[src/rtl/rv_dbus_pkg.sv]
// ============================================================================
// Module : rv_dbus_pkg
// Brief  : Shared types and helpers for the data-bus crossbar.
// Rev    : 1.0
// ============================================================================
`default_nettype none

package rv_dbus_pkg;

   typedef enum logic [1:0] {
      ST_IDLE  = 2'd0,
      ST_LOCAL = 2'd1,
      ST_EXT   = 2'd2,
      ST_DONE  = 2'd3
   } state_e;

   localparam logic [31:0] C_BUS_ERR_DATA = 32'h0000_0000;

   // Takes byte-address bits [31:16], i.e. word-address bits [29:14].
   function automatic logic is_local_adr(input logic [15:0] adr_hi,
                                         input logic [15:0] prefix,
                                         input logic        enable);
      return enable && (adr_hi == prefix);
   endfunction

endpackage

`default_nettype wire

[src/rtl/rv_dbus_wdog.sv]
// ============================================================================
// Module : rv_dbus_wdog
// Brief  : Bus-cycle watchdog counter; expires at all-ones.
// Rev    : 1.0
// ============================================================================
`default_nettype none

module rv_dbus_wdog #(
   parameter int TIMEOUT_W = 8
) (
   input  logic clk_i,
   input  logic rst_i,
   input  logic clr_i,
   input  logic en_i,
   output logic expired_o
);

   localparam logic [TIMEOUT_W-1:0] C_ONE = {{(TIMEOUT_W-1){1'b0}}, 1'b1};

   logic [TIMEOUT_W-1:0] count_q;
   logic [TIMEOUT_W-1:0] count_d;

   always_comb begin
      count_d = count_q;
      if (clr_i) begin
         count_d = '0;
      end else if (en_i) begin
         count_d = count_q + C_ONE;
      end
   end

   always_ff @(posedge clk_i or posedge rst_i) begin
      if (rst_i) begin
         count_q <= '0;
      end else begin
         count_q <= count_d;
      end
   end

   assign expired_o = (count_q == '1);

endmodule

`default_nettype wire

[src/rtl/rv_dbus_xbar.sv]
// ============================================================================
// Module : rv_dbus_xbar
// Brief  : Wishbone data-bus decoder/router with local/external slave and watchdog.
// Rev    : 1.0
// ============================================================================
`default_nettype none

module rv_dbus_xbar
   import rv_dbus_pkg::*;
#(
   parameter int          ENABLE_LOCALMAP = 1,
   parameter logic [15:0] LOCAL_PREFIX    = 16'hFFFF,
   parameter int          TIMEOUT_W       = 8
) (
   input  logic        clk_i,
   input  logic        rst_i,
   input  logic        m_cyc_i,
   input  logic        m_stb_i,
   input  logic        m_we_i,
   input  logic [3:0]  m_sel_i,
   input  logic [29:0] m_adr_i,
   input  logic [31:0] m_dat_i,
   output logic [31:0] m_dat_o,
   output logic        m_ack_o,
   output logic        m_err_o,
   output logic [29:0] s_adr_o,
   output logic [31:0] s_dat_o,
   output logic [3:0]  s_sel_o,
   output logic        s_we_o,
   output logic        l_cyc_o,
   output logic        l_stb_o,
   input  logic [31:0] l_dat_i,
   input  logic        l_ack_i,
   output logic        x_cyc_o,
   output logic        x_stb_o,
   input  logic [31:0] x_dat_i,
   input  logic        x_ack_i,
   output logic [29:0] err_adr_o
);

   state_e      state_q, state_d;
   logic [29:0] s_adr_q, s_adr_d;
   logic [31:0] s_dat_q, s_dat_d;
   logic [3:0]  s_sel_q, s_sel_d;
   logic        s_we_q, s_we_d;
   logic        l_cyc_q, l_cyc_d;
   logic        x_cyc_q, x_cyc_d;
   logic        m_ack_q, m_ack_d;
   logic        m_err_q, m_err_d;
   logic [31:0] m_dat_q, m_dat_d;
   logic [29:0] err_adr_q, err_adr_d;

   logic        w_active;
   logic        w_slv_ack;
   logic [31:0] w_slv_dat;
   logic        w_expired;

   assign w_active  = (state_q == ST_LOCAL) || (state_q == ST_EXT);
   // Only the slave that owns the cycle may complete it.
   assign w_slv_ack = (state_q == ST_LOCAL) ? l_ack_i :
                      (state_q == ST_EXT)   ? x_ack_i : 1'b0;
   assign w_slv_dat = (state_q == ST_LOCAL) ? l_dat_i : x_dat_i;

   rv_dbus_wdog #(
      .TIMEOUT_W (TIMEOUT_W)
   ) u_wdog (
      .clk_i     (clk_i),
      .rst_i     (rst_i),
      .clr_i     (state_q == ST_IDLE),
      .en_i      (w_active),
      .expired_o (w_expired)
   );

   always_comb begin
      state_d   = state_q;
      s_adr_d   = s_adr_q;
      s_dat_d   = s_dat_q;
      s_sel_d   = s_sel_q;
      s_we_d    = s_we_q;
      l_cyc_d   = l_cyc_q;
      x_cyc_d   = x_cyc_q;
      m_ack_d   = 1'b0;
      m_err_d   = 1'b0;
      m_dat_d   = m_dat_q;
      err_adr_d = err_adr_q;
      case (state_q)
         ST_IDLE: begin
            if (m_cyc_i && m_stb_i) begin
               s_adr_d = m_adr_i;
               s_dat_d = m_dat_i;
               s_sel_d = m_sel_i;
               s_we_d  = m_we_i;
               if (is_local_adr(m_adr_i[29:14], LOCAL_PREFIX, ENABLE_LOCALMAP != 0)) begin
                  l_cyc_d = 1'b1;
                  state_d = ST_LOCAL;
               end else begin
                  x_cyc_d = 1'b1;
                  state_d = ST_EXT;
               end
            end
         end
         ST_LOCAL, ST_EXT: begin
            if (!m_cyc_i) begin
               l_cyc_d = 1'b0;
               x_cyc_d = 1'b0;
               state_d = ST_IDLE;
            end else if (w_slv_ack) begin
               // Ack beats a simultaneous watchdog expiry.
               l_cyc_d = 1'b0;
               x_cyc_d = 1'b0;
               m_ack_d = 1'b1;
               m_dat_d = w_slv_dat;
               state_d = ST_DONE;
            end else if (w_expired) begin
               l_cyc_d   = 1'b0;
               x_cyc_d   = 1'b0;
               m_ack_d   = 1'b1;
               m_err_d   = 1'b1;
               m_dat_d   = C_BUS_ERR_DATA;
               err_adr_d = s_adr_q;
               state_d   = ST_DONE;
            end
         end
         ST_DONE: state_d = ST_IDLE;
         default: state_d = ST_IDLE;
      endcase
   end

   always_ff @(posedge clk_i or posedge rst_i) begin
      if (rst_i) begin
         state_q   <= ST_IDLE;
         s_adr_q   <= '0;
         s_dat_q   <= '0;
         s_sel_q   <= '0;
         s_we_q    <= 1'b0;
         l_cyc_q   <= 1'b0;
         x_cyc_q   <= 1'b0;
         m_ack_q   <= 1'b0;
         m_err_q   <= 1'b0;
         m_dat_q   <= '0;
         err_adr_q <= '0;
      end else begin
         state_q   <= state_d;
         s_adr_q   <= s_adr_d;
         s_dat_q   <= s_dat_d;
         s_sel_q   <= s_sel_d;
         s_we_q    <= s_we_d;
         l_cyc_q   <= l_cyc_d;
         x_cyc_q   <= x_cyc_d;
         m_ack_q   <= m_ack_d;
         m_err_q   <= m_err_d;
         m_dat_q   <= m_dat_d;
         err_adr_q <= err_adr_d;
      end
   end

   assign m_dat_o   = m_dat_q;
   assign m_ack_o   = m_ack_q;
   assign m_err_o   = m_err_q;
   assign s_adr_o   = s_adr_q;
   assign s_dat_o   = s_dat_q;
   assign s_sel_o   = s_sel_q;
   assign s_we_o    = s_we_q;
   assign l_cyc_o   = l_cyc_q;
   assign l_stb_o   = l_cyc_q;
   assign x_cyc_o   = x_cyc_q;
   assign x_stb_o   = x_cyc_q;
   assign err_adr_o = err_adr_q;

endmodule

`default_nettype wire

[config.mk]
export PLATFORM = sky130hd
export DESIGN_NAME = rv_dbus_xbar
export DESIGN_NICKNAME = d
export VERILOG_FILES = /design/src/rtl/rv_dbus_pkg.sv /design/src/rtl/rv_dbus_wdog.sv /design/src/rtl/rv_dbus_xbar.sv
export SDC_FILE = /design/constraint.sdc
export NUM_CORES = 1
export LEC_CHECK = 0
export BUFFER_PORTS_ARGS = -buffer_cell sky130_fd_sc_hd__buf_2
export CORE_MARGIN = 2
export CORE_UTILIZATION = 38
export CTS_BUF_LIST = sky130_fd_sc_hd__clkbuf_8
export DETAILED_ROUTE_END_ITERATION = 7
export PLACE_DENSITY = 0.64
export SYNTH_ARGS = -nofsm -noshare
export SYNTH_HDL_FRONTEND = slang
export SYNTH_SLANG_ARGS = --single-unit
[constraint.sdc]
create_clock -name clk_i -period 10.45 [get_ports clk_i]
set_input_delay 1.045 -clock clk_i [delete_from_list [all_inputs] [get_ports clk_i]]
set_output_delay 1.045 -clock clk_i [all_outputs]
set_load 0.01 [all_outputs]
# After elaboration in Yosys (flattened, before gate mapping)
# Index checks and enable logic that the tools add are counted.
[classes]
add_sub_neg = 1
n_eq_ne = 9
n_mux = 29
n_bitwise = 1
reduce_logical = 13
[ops]
columns = ["operator", "count"]
rows = [
  ["$mux 32", 3],
  ["$eq 16x16->1 const B", 1],
  ["$mux 1", 16],
  ["$mux 8", 2],
  ["$reduce_and 4->1", 3],
  ["$mux 2", 5],
  ["$add 8x1->8 const B", 1],
  ["$eq 8x8->1 const B", 1],
  ["$ne 2x2->1 const B", 3],
  ["$pmux 2 s3", 1],
  ["$reduce_bool 2->1", 3],
  ["$eq 2x2->1 const B", 2],
  ["$ne 4x3->1 const B", 1],
  ["$pmux 1 s2", 2],
  ["$reduce_and 2->1", 2],
  ["$reduce_and 3->1", 1],
  ["$eq 2x1->1 const B", 1],
  ["$logic_not 2->1", 1],
  ["$reduce_or 2->1", 1],
  ["$logic_and 1x1->1", 1],
  ["$logic_or 1x1->1", 1],
  ["$not 1->1", 1],
]
[totals]
ff_bits = 143
input_bits = 137

# Longest topological paths before layout
# Gate-level depths: netlist of run 1.
[depth]
depth_word = 6
ltp_mapped = 8
mapped_depth_nobuf = 6

# Cells and area by module
# Synthesis of run 1 repeated with hierarchy kept, for this count alone.
[unflattened]
hier_cells = 429
hier_area_um2 = 6008.3
[modules_own_cells]
columns = ["mod", "n_inst", "cells_per_inst", "area_per_inst_um2", "seq_area_each_um2"]
rows = [
  ["rv_dbus_xbar", 1, 389, 5616.6, 3378.2],
  ["rv_dbus_wdog", 1, 40, 391.6, 200.2],
]

# Worst setup path before layout of run 1
# OpenSTA, ideal clock, no wires.
[synth_path]
path_kind = "input port to flip-flop"
start = "input m_cyc_i"
end = "register s_adr_q[15] (netlist: s_adr_o[15])"
setup_time_ps = 125
arrival_ps = 2075
required_time_ps = 10325
slack_ps = 8250
stages = 4
path_buffers = 2
cell_sequence = "nand3_1 > buf_1 > buf_2 > mux2_2"
[synth_between]
elab_chain_cells = 2
[synth_lines]
columns = ["item", "line", "rtl"]
rows = [
  ["start, declared", "rv_dbus_xbar.sv:17", "input logic m_cyc_i,"],
  ["$logic_and 1x1->1", "rv_dbus_xbar.sv:88", "if (m_cyc_i && m_stb_i) begin"],
  ["$reduce_and 2->1 (no source line)", "-", ""],
  ["end signal, assigned", "rv_dbus_xbar.sv:144", "s_adr_q <= s_adr_d;"],
  ["end, declared", "rv_dbus_xbar.sv:42", "logic [29:0] s_adr_q, s_adr_d;"],
]
# Every way passes these cells.
# A chain may end at the register's enable or synchronous reset.

# Worst setup path after layout of run 1
[layout_path]
start = "register state_q[1]"
end = "register m_dat_q[2] (netlist: m_dat_o[2])"
[layout_between]
elab_chain_cells = 5
word_cells_on_any_way = 9
cone_classes = "2 x eq/ne; 4 x mux; 3 x reduce/logical"
[layout_lines]
columns = ["item", "line", "rtl"]
rows = [
  ["start, declared", "rv_dbus_xbar.sv:41", "state_e state_q, state_d;"],
  ["start signal, assigned", "rv_dbus_xbar.sv:143", "state_q <= state_d;"],
  ["$eq 2x2->1", "rv_dbus_xbar.sv:61, rv_dbus_xbar.sv:86", ""],
  ["$mux 1", "rv_dbus_xbar.sv:61", "(state_q == ST_EXT) ? x_ack_i : 1'b0;"],
  ["$mux 1", "rv_dbus_xbar.sv:60", "assign w_slv_ack = (state_q == ST_LOCAL) ? l_ack_i :"],
  ["$reduce_bool 2->1 (no source line)", "-", ""],
  ["$reduce_and 3->1 (no source line)", "-", ""],
  ["end signal, assigned", "rv_dbus_xbar.sv:152", "m_dat_q <= m_dat_d;"],
  ["end, declared", "rv_dbus_xbar.sv:50", "logic [31:0] m_dat_q, m_dat_d;"],
]
# Several ways; a longest one is shown, not always the timed one.

==> results of run 1 <==
-- power by group --
| part | switching [uW] | leakage, uW | total [uW] | internal, uW |
|---|---|---|---|---|
| combinational | 358 | 0.00200 | 720 | 363 |
| clock | 216 | 0.000216 | 483 | 266 |
| sequential | 131 | 0.00180 | 886 | 755 |
| total | 705 | 0.00402 | 2090 | 1380 |
-- path summary, 6_finish.rpt --
path | to | start | depth (start not counted) | slack, ps
setup / recovery | m_dat_o[2] | state_q[1] | 6 | 7450
hold / removal | m_dat_o[8] | m_dat_o[8] | 1 | 490
setup reg to reg | m_dat_o[2] | state_q[1] | 6 | 7450
hold reg to reg | m_dat_o[8] | m_dat_o[8] | 1 | 490
max in group asynchronous | s_adr_o[2] | rst_i | 3 | 8290
min in group asynchronous | s_dat_o[6] | rst_i | 2 | 640
-- metal layers --
| layer | wire length [um] | track usage (%) | vias to the layer above |
|---|---|---|---|
| met2 | 6890 | 27.1 | 182 |
| met1 | 6330 | 21.3 | 2107 |
| met3 | 1190 | 6.31 | 27 |
| met5 | 0 | 0 | - |
| met4 | 344 | 7.21 | 0 |
| li1 | - | - | 2016 |
-- layout by cell type, fill, tap and decap left out, types with 2 or more instances in the layout --
| cell type | n |
|---|---|
| nand4_1 | 4 |
| nor3_1 | 6 |
| inv_6 | 2 |
| buf_2 | 271 |
| ha_1 | 5 |
| a21o_1 | 2 |
| clkbuf_8 | 18 |
| buf_4 | 2 |
| clkinv_4 | 3 |
| xnor2_1 | 2 |
| clkinvlp_4 | 3 |
| nand3_1 | 3 |
| mux2i_1 | 34 |
| clkinv_2 | 2 |
| inv_1 | 5 |
| a211o_1 | 2 |
| o21ai_0 | 5 |
| nand2_1 | 14 |
| nor2_1 | 5 |
| mux2_4 | 30 |
| mux2_2 | 68 |
| bufinv_16 | 4 |
| o2bb2ai_1 | 32 |
| dfrtp_1 | 143 |
| a21oi_1 | 5 |
| nor2b_1 | 2 |
-- registers in the layout, indices dropped and copies added, names as in the netlist --
name	count
l_cyc_o	1
s_dat_o	32
s_adr_o	30
state_q	2
x_cyc_o	1
m_err_o	1
err_adr_o	30
m_dat_o	32
s_we_o	1
u_wdog.count_q	8
m_ack_o	1
s_sel_o	4
-- logic make-up after synthesis --
logic type               after synthesis  synth area share, %
buffers and inverters                 30                 2.44
XOR/XNOR                               2                0.290
flip-flops                           143                 59.2
AO/OA/AOI/OAI                         52                 6.77
AND/OR/NAND/NOR                       44                 4.27
multiplexers                         132                 25.8
adder cells (fa/ha/maj)                6                 1.24
-- layout make-up --
type                    instances  area [um2]  area share, %
well taps                     216         270           3.37
flip-flops and latches        143        3580           44.6
inverters                       6        27.5          0.343
repair buffers                273        1370           17.1
clock buffers                  18         248           3.09
clock inverters                14         191           2.39
multi-input cells             236        2330           29.1
-- per-stage QoR --
stage | instances | total power [uW]
after floorplan | 409 | 1300
after global placement | 874 | 1590
after detailed placement | 874 | 1620
after CTS | 906 | 2110
after global routing | 906 | 2220
final | 906 | 2090
==> results_dict.tcl, run 1 <==
set metrics [dict create \
    synth.yosys.warnings 0 \
    crit_chain "inv_1 > ha_2 > nand2_1 > o21ai_1 > nand2_1 > o2bb2ai_1" \
    slowest_stage "ha_2" \
    synth_area_per_cell_um2 14.8 \
    grt_remaining_overflow 0 \
    status "finished, final reports clean" \
    synth_cells 409 \
    synth_largest_area_cell "dfrtp_1" \
    fin_nets 820 \
    synth_seq_cells 143 \
    start_util_pct 38.5 \
    postCtsSetupBuffers 0 \
    cp.arrival_ps 3350 \
    clock_skew_ps 12.4 \
    finalInstanceArea_um2 8020 \
    insertion_delay_ps 450 \
    fin_crit_ps 3000 \
    post-route-drc-count 0 \
    netlist_top_cells_area "dfrtp_1, mux2_2, mux2_4" \
    max_freq_mhz 334 \
    first_pass_iters 4 \
    drive_gt1_share_pct 59.6 \
    synth_nets 552 \
    p_per_area_nw_per_um2 261 \
    setup_tns_ps 0 \
    vias_per_cell 4.78 \
    port_buffers 271 \
    antenna_found_initial 0 \
    end_kind "flip-flop" \
    grt_pass1_wl_um 22400 \
    synth_top_area_share_pct 59.2 \
    critPathMaxStageDelay_ps 870 \
    synth-main-ff-cell "dfrtp_1" \
    drv_slew 0 \
    root_buffer "clkbuf_8" \
    cts_resized 0 \
    required_ps 10800 \
    track_usage_pct 17.1 \
    dp_slack_ps 7380 \
    cts_tree "yes" \
    crit_family "adder cells" \
    syn_area_um2 6040 \
    cts.path.max_buffers 2 \
    crit_type "reg2reg" \
    crit_path_max_fanout 35 \
    p_leak_uw 0.00402 \
    hold_slack_ps 487 \
    worst_pin_slew_ps 1100 \
    synth_edf_count 0 \
    maxCapViolations 0 \
    critPathMostFrequentCell "nand2_1" \
    yosys-top-cells-count "dfrtp_1, mux2_2, mux2i_1" \
    ys_seq_area_share_pct 59.2 \
    worstPathBufferInverterCount 1 \
    ys_types 39 \
    ir_worst_vdd_uv 138 \
    dp_hpwl_um 10500 \
    fillers 1420 \
    drt-total-wl_um 14800 \
    finalSetupViolCount 0 \
    dieArea_um2 16900 \
    cts_sinks 143 \
    core_area_um2 15700 \
    relSlewSlack_pct 26.9 \
    place.gp.congestion 0.770 \
    vias 4332 \
    rsz0062_at_grt "no" \
    rows 46 \
    synth_most_common_cell "dfrtp_1" \
    cts.clk_slew.worst_paths_ps 80 \
    die_w_um 130 \
    hold_class "reg2reg" \
    placed_cell_area_um2 7580 \
    hold_viol 0 \
    fp.dieH_um 130 \
    first_iter_violations 139 \
    synthArstFlopShare_pct 100 \
    num_antenna_cells 0 \
    io_pins 272 \
    final_core_util_pct 51.0 \
    ant_nets 0 \
    cts_buffers 17 \
    grt_pass1_vias 4452 \
    h-tree-depth 4 \
    grt_max_degree 88 \
    ctsHoldBuffers 0 \
    post_drt_wl_per_cell_um 16.3 \
    fin_ws_ps 7450 \
    crit_path_start_kind "flip-flop" \
    area_growth_pct 32.7 \
    fin_crit_sh_pct 28.7 \
]
(Power assumes the default switching activity.)
==> run 2, diff against run 1 <==
clock period = 2.9 ns   (was 10.45 ns; I/O delays follow)
==> run 2 against run 1 <==
Effect of this change:
- via count increased by 0.81%
- utilization rose by 0.33 points
- maximum frequency grew 34%
- die area unchanged
- clock-buffer cell count grew 1
- first-iteration DRC count grew 24%
- clock skew about the same
- sequential share of layout area down 0.29 points
- global-route usage barely moved
- design area is 0.66% higher
- combinational power increased to 3.6 times the previous value
==> results_dict.tcl, run 2 (synthesized netlist as in run 1, its figures left out) <==
set metrics [dict create \
    post_drt_wl_per_cell_um 16.0 \
    ir_worst_vdd_uv 446 \
    hold_viol 0 \
    num_antenna_cells 0 \
    track_usage_pct 17.1 \
    clock_skew_ps 12.6 \
    grt_pass1_vias 4388 \
    cts_sinks 143 \
    post-route-drc-count 0 \
    placed_cell_area_um2 7660 \
    rsz0062_at_grt "no" \
    first_iter_violations 172 \
    critPathMaxStageDelay_ps 480 \
    cts_tree "yes" \
    status "finished, final reports clean" \
    fillers 1412 \
    fp.dieH_um 130 \
    final_cell_mix "buf_2, dfrtp_1, mux2_2" \
    crit_path_max_fanout 26 \
    fin_ws_ps 655 \
    first_pass_iters 4 \
    finalNonFillerCells 913 \
    drv_slew 0 \
    io_pins 272 \
    fin_crit_sh_pct 77.4 \
    cts_buffers 17 \
    port_buffers 271 \
    vias 4367 \
    antenna_found_initial 0 \
    max_freq_mhz 445 \
    rows 46 \
    end_kind "flip-flop" \
    setup_tns_ps 0 \
    worst_pin_slew_ps 1070 \
    start_util_pct 38.5 \
    dp_slack_ps 636 \
    h-tree-depth 4 \
    cp.arrival_ps 2570 \
    place.gp.congestion 0.801 \
    ff_latch_area_um2 3580 \
    final_core_util_pct 51.4 \
    ant_nets 0 \
    cts.clk_slew.worst_paths_ps 90 \
    drt-total-wl_um 14600 \
    core_area_um2 15700 \
    mostFrequentLayoutCell "buf_2" \
    dp_cells 880 \
    area_growth_pct 33.6 \
    slowest_stage "ha_1" \
    maxCapViolations 0 \
    crit_type "reg2reg" \
    insertion_delay_ps 440 \
    grt_max_degree 91 \
    multi_input_area_um2 2330 \
    p_leak_uw 0.00405 \
    finalInstanceArea_um2 8070 \
    fin_nets 827 \
    p_per_area_nw_per_um2 913 \
    cts.path.max_buffers 2 \
    finalSetupViolCount 0 \
    root_buffer "clkbuf_8" \
    crit_path_start_kind "flip-flop" \
    hold_class "in2reg" \
    drive_gt1_share_pct 59.7 \
    die_w_um 130 \
    relSlewSlack_pct 29.0 \
    dieArea_um2 16900 \
    grt_pass1_wl_um 22400 \
    required_ps 3220 \
    fin_crit_ps 2250 \
    grt_remaining_overflow 0 \
    vias_per_cell 4.78 \
    dp_hpwl_um 10900 \
    crit_chain "inv_1 > ha_1 > nand3_4 > buf_4 > mux2_2" \
]
[run 2: metal layers]
metal / vias to the layer above / share of wire (%) / wire length [um] / GRT usage, %
met5: - / 0 / 0 / 0
met4: 0 / 1.5 / 220 / 5.76
met3: 20 / 9.0 / 1320 / 6.44
met2: 175 / 49 / 7240 / 28.2
met1: 2136 / 40 / 5860 / 20.9
li1: 2036 / - / - / -
[run 2: path summary, 6_finish.rpt]
path	from	endpoint	slack, ps	cells after the start
setup / recovery	state_q[0]	s_sel_o[1]	650	5
hold / removal	m_dat_i[13]	s_dat_o[13]	70	2
setup reg to reg	state_q[0]	s_sel_o[1]	650	5
hold reg to reg	m_dat_o[7]	m_dat_o[7]	480	1
max in group asynchronous	rst_i	err_adr_o[12]	1560	4
min in group asynchronous	rst_i	err_adr_o[8]	500	3
[run 2: worst max-delay path: cells and delay by family, from the launching register on]
kind                       cells  cell delay (ps)
adders and majority gates      1              480
buffers and inverters          2              510
DFF                            1              410
muxes                          1              290
and+or+nand+nor                1              450
[run 2: stage by stage]
step / total power [uW] / hold slack [ps]
2_1_floorplan: 4700 / 441
3_3_place_gp: 5760 / 403
3_5_place_dp: 5860 / 420
4_1_cts: 7470 / 43.3
5_1_grt: 7850 / 39.0
6_report: 7370 / 74.9
[run 2: repair_timing]
item	CTS	global route
endpoints found under the hold margin	25	0
setup buffers	0	0
hold buffers	1	0
gates resized for setup	0	0
[run 2: power breakdown]
group	switching [uW]	internal (uW)
Clock	759	811
Combinational	1290	1320
Sequential	465	2720
[run 2: cell type report]
cell class                      instances  area share, %
Clock buffer                           19           3.24
Clock inverter                         13           1.72
Inverter                                6          0.326
Multi-Input combinational cell        236           28.9
Sequential cell                       143           44.3
Tap cell                              216           3.35
Timing Repair Buffer                  280           18.1
